==> src/rtl/cache_store_buffer_pkg.sv <==
// Shared definitions for the data-cache store path: access types, exception codes, entry layout.
package cache_store_buffer_pkg;

   // Exception code width and the address-error-on-store code
   localparam int unsigned EXC_W = 7;
   localparam logic [EXC_W-1:0] EXP_ADEM = 7'h08;

   // Access masks shared with the load-side exception check
   localparam logic [3:0] ACC_BYTE = 4'b0001;
   localparam logic [3:0] ACC_HALF = 4'b0011;
   localparam logic [3:0] ACC_WORD = 4'b1111;

   // One queued store; addr is the MSB field, wstrb the LSB field
   typedef struct packed {
      logic [31:0] addr;
      logic [31:0] wdata;
      logic [3:0]  wstrb;
   } st_entry_t;

   localparam int unsigned ENTRY_W = $bits(st_entry_t);

   // Unknown access masks behave as a word access
   function automatic logic [3:0] norm_type(input logic [3:0] t);
      if (t == ACC_BYTE || t == ACC_HALF) return t;
      return ACC_WORD;
   endfunction

   function automatic logic is_misaligned(input logic [3:0] t, input logic [1:0] lo);
      logic [3:0] nt;
      nt = norm_type(t);
      if (nt == ACC_BYTE) return 1'b0;
      if (nt == ACC_HALF) return lo[0];
      return lo != 2'b00;
   endfunction

endpackage

==> src/rtl/store_fifo.sv <==
// Generic synchronous FIFO with wrap-bit pointers, flush, and a per-slot view for snooping.
module store_fifo #(
   parameter int unsigned DEPTH = 4,
   parameter int unsigned W     = 68
) (
   input  logic               clk,
   input  logic               rstn,
   input  logic               push,
   input  logic [W-1:0]       wdata,
   input  logic               pop,
   input  logic               flush,
   output logic [W-1:0]       rdata,
   output logic               full,
   output logic               empty,
   output logic [DEPTH-1:0]   slot_valid,
   output logic [DEPTH*W-1:0] slots
);

   localparam int unsigned IW = (DEPTH > 1) ? $clog2(DEPTH) : 1;
   localparam int unsigned PW = IW + 1;

   logic [PW-1:0] wr_ptr_q, wr_ptr_d, rd_ptr_q, rd_ptr_d, count;
   logic [W-1:0]  mem_q [DEPTH];
   logic [IW-1:0] slot_off [DEPTH];
   logic          do_push, do_pop;

   assign full    = (wr_ptr_q[IW-1:0] == rd_ptr_q[IW-1:0]) && (wr_ptr_q[IW] != rd_ptr_q[IW]);
   assign empty   = (wr_ptr_q == rd_ptr_q);
   assign do_push = push && !full;
   assign do_pop  = pop && !empty;
   assign count   = wr_ptr_q - rd_ptr_q;
   assign rdata   = mem_q[rd_ptr_q[IW-1:0]];

   // Next pointers; flush wins over push and pop
   always_comb begin
      wr_ptr_d = wr_ptr_q;
      rd_ptr_d = rd_ptr_q;
      if (flush) begin
         wr_ptr_d = '0;
         rd_ptr_d = '0;
      end else begin
         if (do_push) wr_ptr_d = wr_ptr_q + PW'(1);
         if (do_pop)  rd_ptr_d = rd_ptr_q + PW'(1);
      end
   end

   // Pointer registers
   always_ff @(posedge clk or negedge rstn) begin
      if (!rstn) begin
         wr_ptr_q <= '0;
         rd_ptr_q <= '0;
      end else begin
         wr_ptr_q <= wr_ptr_d;
         rd_ptr_q <= rd_ptr_d;
      end
   end

   // Storage; no reset needed since reads are qualified by empty
   always_ff @(posedge clk) begin
      if (do_push && !flush) mem_q[wr_ptr_q[IW-1:0]] <= wdata;
   end

   // A slot is live when its distance from the head is below the occupancy
   always_comb begin
      for (int i = 0; i < DEPTH; i++) begin
         slot_off[i]        = IW'(i) - rd_ptr_q[IW-1:0];
         slot_valid[i]      = {1'b0, slot_off[i]} < count;
         slots[i*W +: W]    = mem_q[i];
      end
   end

endmodule

==> src/rtl/cache_store_buffer.sv <==
// Store buffer: alignment check, exception report, lane shifting, FIFO drain and RAW snoop.
module cache_store_buffer
   import cache_store_buffer_pkg::*;
#(
   parameter int unsigned DEPTH = 4,
   parameter int unsigned AW    = 32,
   parameter int unsigned DW    = 32
) (
   input  logic             clk,
   input  logic             rstn,
   input  logic             st_valid,
   output logic             st_ready,
   input  logic [AW-1:0]    st_addr,
   input  logic [3:0]       st_type,
   input  logic [DW-1:0]    st_wdata,
   output logic             exp_valid,
   output logic [EXC_W-1:0] exception,
   output logic             mem_valid,
   input  logic             mem_ready,
   output logic [AW-1:0]    mem_addr,
   output logic [DW-1:0]    mem_wdata,
   output logic [3:0]       mem_wstrb,
   input  logic [AW-1:0]    ld_addr,
   output logic             ld_hazard,
   input  logic             flush,
   output logic             empty
);

   logic                       full, accept, misaligned, push;
   logic [1:0]                 off;
   st_entry_t                  in_entry, head;
   logic [ENTRY_W-1:0]         head_raw;
   logic [DEPTH-1:0]           slot_valid;
   logic [DEPTH*ENTRY_W-1:0]   slots;
   logic                       exp_valid_q;
   logic [EXC_W-1:0]           exception_q;
   logic                       unused_bits;

   assign st_ready   = !full;
   assign accept     = st_valid && st_ready;
   assign off        = st_addr[1:0];
   assign misaligned = is_misaligned(st_type, off);
   assign push       = accept && !misaligned;

   // Word-align the address and move data/strobes onto their byte lanes
   always_comb begin
      in_entry       = '0;
      in_entry.addr  = {st_addr[31:2], 2'b00};
      in_entry.wstrb = norm_type(st_type) << off;
      in_entry.wdata = st_wdata << {off, 3'b000};
   end

   store_fifo #(
      .DEPTH (DEPTH),
      .W     (ENTRY_W)
   ) u_fifo (
      .clk        (clk),
      .rstn       (rstn),
      .push       (push),
      .wdata      (in_entry),
      .pop        (mem_ready),
      .flush      (flush),
      .rdata      (head_raw),
      .full       (full),
      .empty      (empty),
      .slot_valid (slot_valid),
      .slots      (slots)
   );

   assign head      = st_entry_t'(head_raw);
   assign mem_valid = !empty;
   assign mem_addr  = head.addr;
   assign mem_wdata = head.wdata;
   assign mem_wstrb = head.wstrb;

   // One-cycle report of the outcome of every accepted store, flushed or not
   always_ff @(posedge clk or negedge rstn) begin
      if (!rstn) begin
         exp_valid_q <= 1'b0;
         exception_q <= '0;
      end else begin
         exp_valid_q <= accept;
         exception_q <= (accept && misaligned) ? EXP_ADEM : '0;
      end
   end

   assign exp_valid = exp_valid_q;
   assign exception = exception_q;

   // Load hazard: any live entry hitting the load's word with some byte enabled
   always_comb begin
      ld_hazard = 1'b0;
      for (int i = 0; i < DEPTH; i++) begin
         if (slot_valid[i] &&
             slots[i*ENTRY_W + 38 +: 30] == ld_addr[31:2] &&
             slots[i*ENTRY_W +: 4] != 4'b0000) begin
            ld_hazard = 1'b1;
         end
      end
   end

   // Word data of the slot view and the load byte offset do not affect the snoop
   assign unused_bits = ^{slots, ld_addr[1:0]};

endmodule

==> config.mk <==
export PLATFORM = sky130hd
export DESIGN_NAME = cache_store_buffer
export DESIGN_NICKNAME = d
export VERILOG_FILES = /design/src/rtl/cache_store_buffer_pkg.sv /design/src/rtl/store_fifo.sv /design/src/rtl/cache_store_buffer.sv
export SDC_FILE = /design/constraint.sdc
export NUM_CORES = 1
export LEC_CHECK = 0
export BUFFER_PORTS_ARGS = -buffer_cell sky130_fd_sc_hd__buf_2
export CAP_MARGIN = 20
export CORE_UTILIZATION = 42
export CTS_CLUSTER_SIZE = 24
export DETAILED_ROUTE_END_ITERATION = 12
export GPL_TIMING_DRIVEN = 1
export SYNTH_ARGS = -nofsm -noshare
export SYNTH_HDL_FRONTEND = slang
export SYNTH_SLANG_ARGS = --single-unit
==> constraint.sdc <==
create_clock -name clk -period 5.5 [get_ports clk]
set_input_delay 1.1 -clock clk [delete_from_list [all_inputs] [get_ports clk]]
set_output_delay 1.1 -clock clk [all_outputs]
set_load 0.02 [all_outputs]
==> metrics.yaml <==
required_ps: 4400
area_delta_synth_final_pct: 18.5
place_ws_ps: 1240
worstPathArrival_ps: 3690
drive_gt1_share_pct: 32.7
dpl_cell_area_um2: 13400
drt_iter0_drc: 366
vias: 6647
gp_congestion: 0.850
period_needed_ps: 4790
num_antenna_cells: 0
cpMaxStageDelayCell: "dfrtp_4"
wl_per_cell_um: 22.8
timing.rr.end: "u_fifo.mem_q[3][19]"
ys_types: 33
synth_commonest_cells: "264 x edfxtp_1, 94 x xor2_1, 66 x mux4_2, 31 x xnor2_1, 24 x nor4_1"
routed_wl_um: 29000
clockBufferDepth: 3
cts_setup_buffers: 0
async_flop_share_pct: 2.94
grt_pass1_wl_um: 42300
netlist.area_leader.share_pct: 65.5
htreeDepth: 1
synth_compound_area_share_pct: 1.82
dp_hpwl_um: 19900
grtUsageTotal_pct: 20.0
fmax_ghz: 0.209
drv_slew: 0
clock-sinks: 272
fin_crit_sh_pct: 87.1
finalHoldViolations: 0
finalSetupViolations: 0
num_rows: 61
synth_edf_count: 264
p_clk_share_pct: 39.4
irDropWorstVdd_uv: 266
die_width_um: 172
synthXorXnorAreaFrac_pct: 9.18
status: "finished clean"
syn-cell-area_um2: 12100
clk_transition_reported_paths_ps: 60
seq_area_frac_synth_pct: 67.2
worstMarginPinSlew_ps: 948
numCtsBuffers: 30
boundaryPins: 185
initial_core_util_pct: 43.1
crit_path_end_kind: "output pin"
swShare_pct: 23.9
yosys.area.top_type: "edfxtp_1"
r2r_start: "u_fifo.rd_ptr_q[0]"
critical_path_class: "reg2out"
synth-seq-cells: 272
die_h_um: 172
worst_slack_ps: 712
grt_pass1_vias: 6875
postCtsHoldBufs: 0
synth-simple-area-share_pct: 4.88
crit_chain: "ha_1, inv_1, fa_1, inv_1, ha_1, nor2_1, nor2_1, o211ai_1, nor4_1, or4_1, buf_2"
hold_class: "in2async"
seqPwrFrac_pct: 48.1
die_area_um2: 29500
tritoncts: "built"
finalNetCount: 990
synthFlopType: "edfxtp_1"
cap_viol_max_count: 0
crit_path_max_fanout: 26
syn_area_per_cell_um2: 17.7
cp-start-kind: "register"
power_frac_comb_pct: 12.4
intPower_mw: 3.69
ant_nets: 0
reg2reg_depth: 9
cts_root_buf: "clkbuf_16"
clock_latency_ps: 560
ys_warn_count: 0
drt_pass1_iterations: 5
fin_area_um2: 14300
fin_skew_ps: 23.8
core_area_um2: 28100
power_density_nw_per_um2: 338
grt_max_degree: 52
crit_path_max_incr_delay_ps: 770
drc: 0
nFillCells: 2418
synthAdderAreaFrac_pct: 1.51
p_leak_nw: 4.96
ys_top_cells_by_area: "edfxtp_1 66%, mux4_2 12%, xor2_1 6.8%"
synth_mux_area_share_pct: 13.7
p_sw_mw: 1.16
r2r_slack_ps: 2290
cts_resized: 0
gr-total-overflow: 0
port_buffers: 174
fin_setup_tns_ps: 0
slew_headroom_pct: 36.8
synth_top_family_by_area: "multiplexers"
syn_inst: 685
p_total_mw: 4.84
vias_per_cell: 5.23
rsz0062_at_grt: "false"
synth_most_common_cell: "edfxtp_1"
whs_ps: 375
antenna_found_initial: 2
[cells by family (layout without fill, tap and decap cells)]
group                      count (synthesis)  count (layout)
adders and majority gates                 14              14
buffers and inverters                     45             245
xor gates and xnor gates                 126             126
other                                      1               8
muxes                                     83              83
and+or+nand+nor                          107             107
DFF                                      272             272
AOI/OAI and AO/OA                         37              37
[sequential cells by signal, summed over array words and instances, names as in the netlist]
register	cells
exp_valid	1
u_fifo.rd_ptr_q	3
u_fifo.mem_q	264
u_fifo.wr_ptr_q	3
exception	1
[how the worst max path moves through the flow]
stage / startpoint / to / slack, ps
4_1_cts: u_fifo.rd_ptr_q[0] / ld_hazard / 650
2_1_floorplan: u_fifo.rd_ptr_q[1] / u_fifo.mem_q[0][0] / 1150
6_report: u_fifo.rd_ptr_q[0] / ld_hazard / 710
3_5_place_dp: u_fifo.rd_ptr_q[0] / ld_hazard / 1240
5_1_grt: u_fifo.rd_ptr_q[0] / ld_hazard / 500
3_3_place_gp: u_fifo.rd_ptr_q[0] / ld_hazard / 1230
[layout by cell type (no fill, tap or decap), types with 2 or more instances in the layout]
master	n
conb_1	8
nor2_1	19
clkbuf_1	11
dfrtp_4	2
nor4_1	24
nor3_1	4
buf_2	174
clkbuf_16	30
bufinv_16	3
ha_1	13
o211ai_1	4
nand4_1	12
buf_12	3
inv_1	10
nand2_1	14
dfrtp_1	6
nor2b_1	9
mux4_2	66
and2_1	8
xnor2_1	31
xor2_1	94
edfxtp_1	264
or4_1	5
mux2i_1	17
buf_4	5
o21ai_0	9
and2_4	4
clkinv_1	7
a211oi_1	9
a21oi_1	14
nand3_1	4
[area by class of cell]
type	count	area, um2	area share (%)
inverters	10	37.5	0.262
well taps	378	473	3.30
flip-flops and latches	272	8140	56.7
clock inverters	12	138	0.959
clock buffers	41	792	5.52
repair buffers	182	968	6.75
multi-input cells	375	3800	26.5
[critical path: cells and delay by family (launching register included)]
kind	cells	cell delay, ps
compound gates	1	160
fa+ha+maj	3	1030
buf+inv	3	360
flops	1	770
simple gates	4	810
[through the flow]
stage,utilization [%],std cells
floorplan,-,692
global placement,47.8,1217
detailed placement,47.8,1217
CTS,51.1,1270
global route,51.1,1270
finish,51.1,1270
[power groups by stage]
stage	Combinational, mW	Clock, mW	Sequential (mW)
finish	0.601	1.91	2.33
global route	0.656	2.03	2.34
CTS	0.613	1.95	2.33
detailed placement	0.610	0	2.38
global placement	0.609	0	2.38
floorplan	0.407	0	2.35
[per-layer routing]
| layer | vias up | wire length (um) | track usage [%] |
|---|---|---|---|
| li1 | 3050 | - | - |
| met1 | 3320 | 11800 | 25.4 |
| met2 | 237 | 14300 | 34.1 |
| met3 | 36 | 2170 | 4.69 |
| met4 | 4 | 728 | 5.54 |
| met5 | - | 31 | 0 |
No activity file was read; power rests on OpenSTA's default activity.
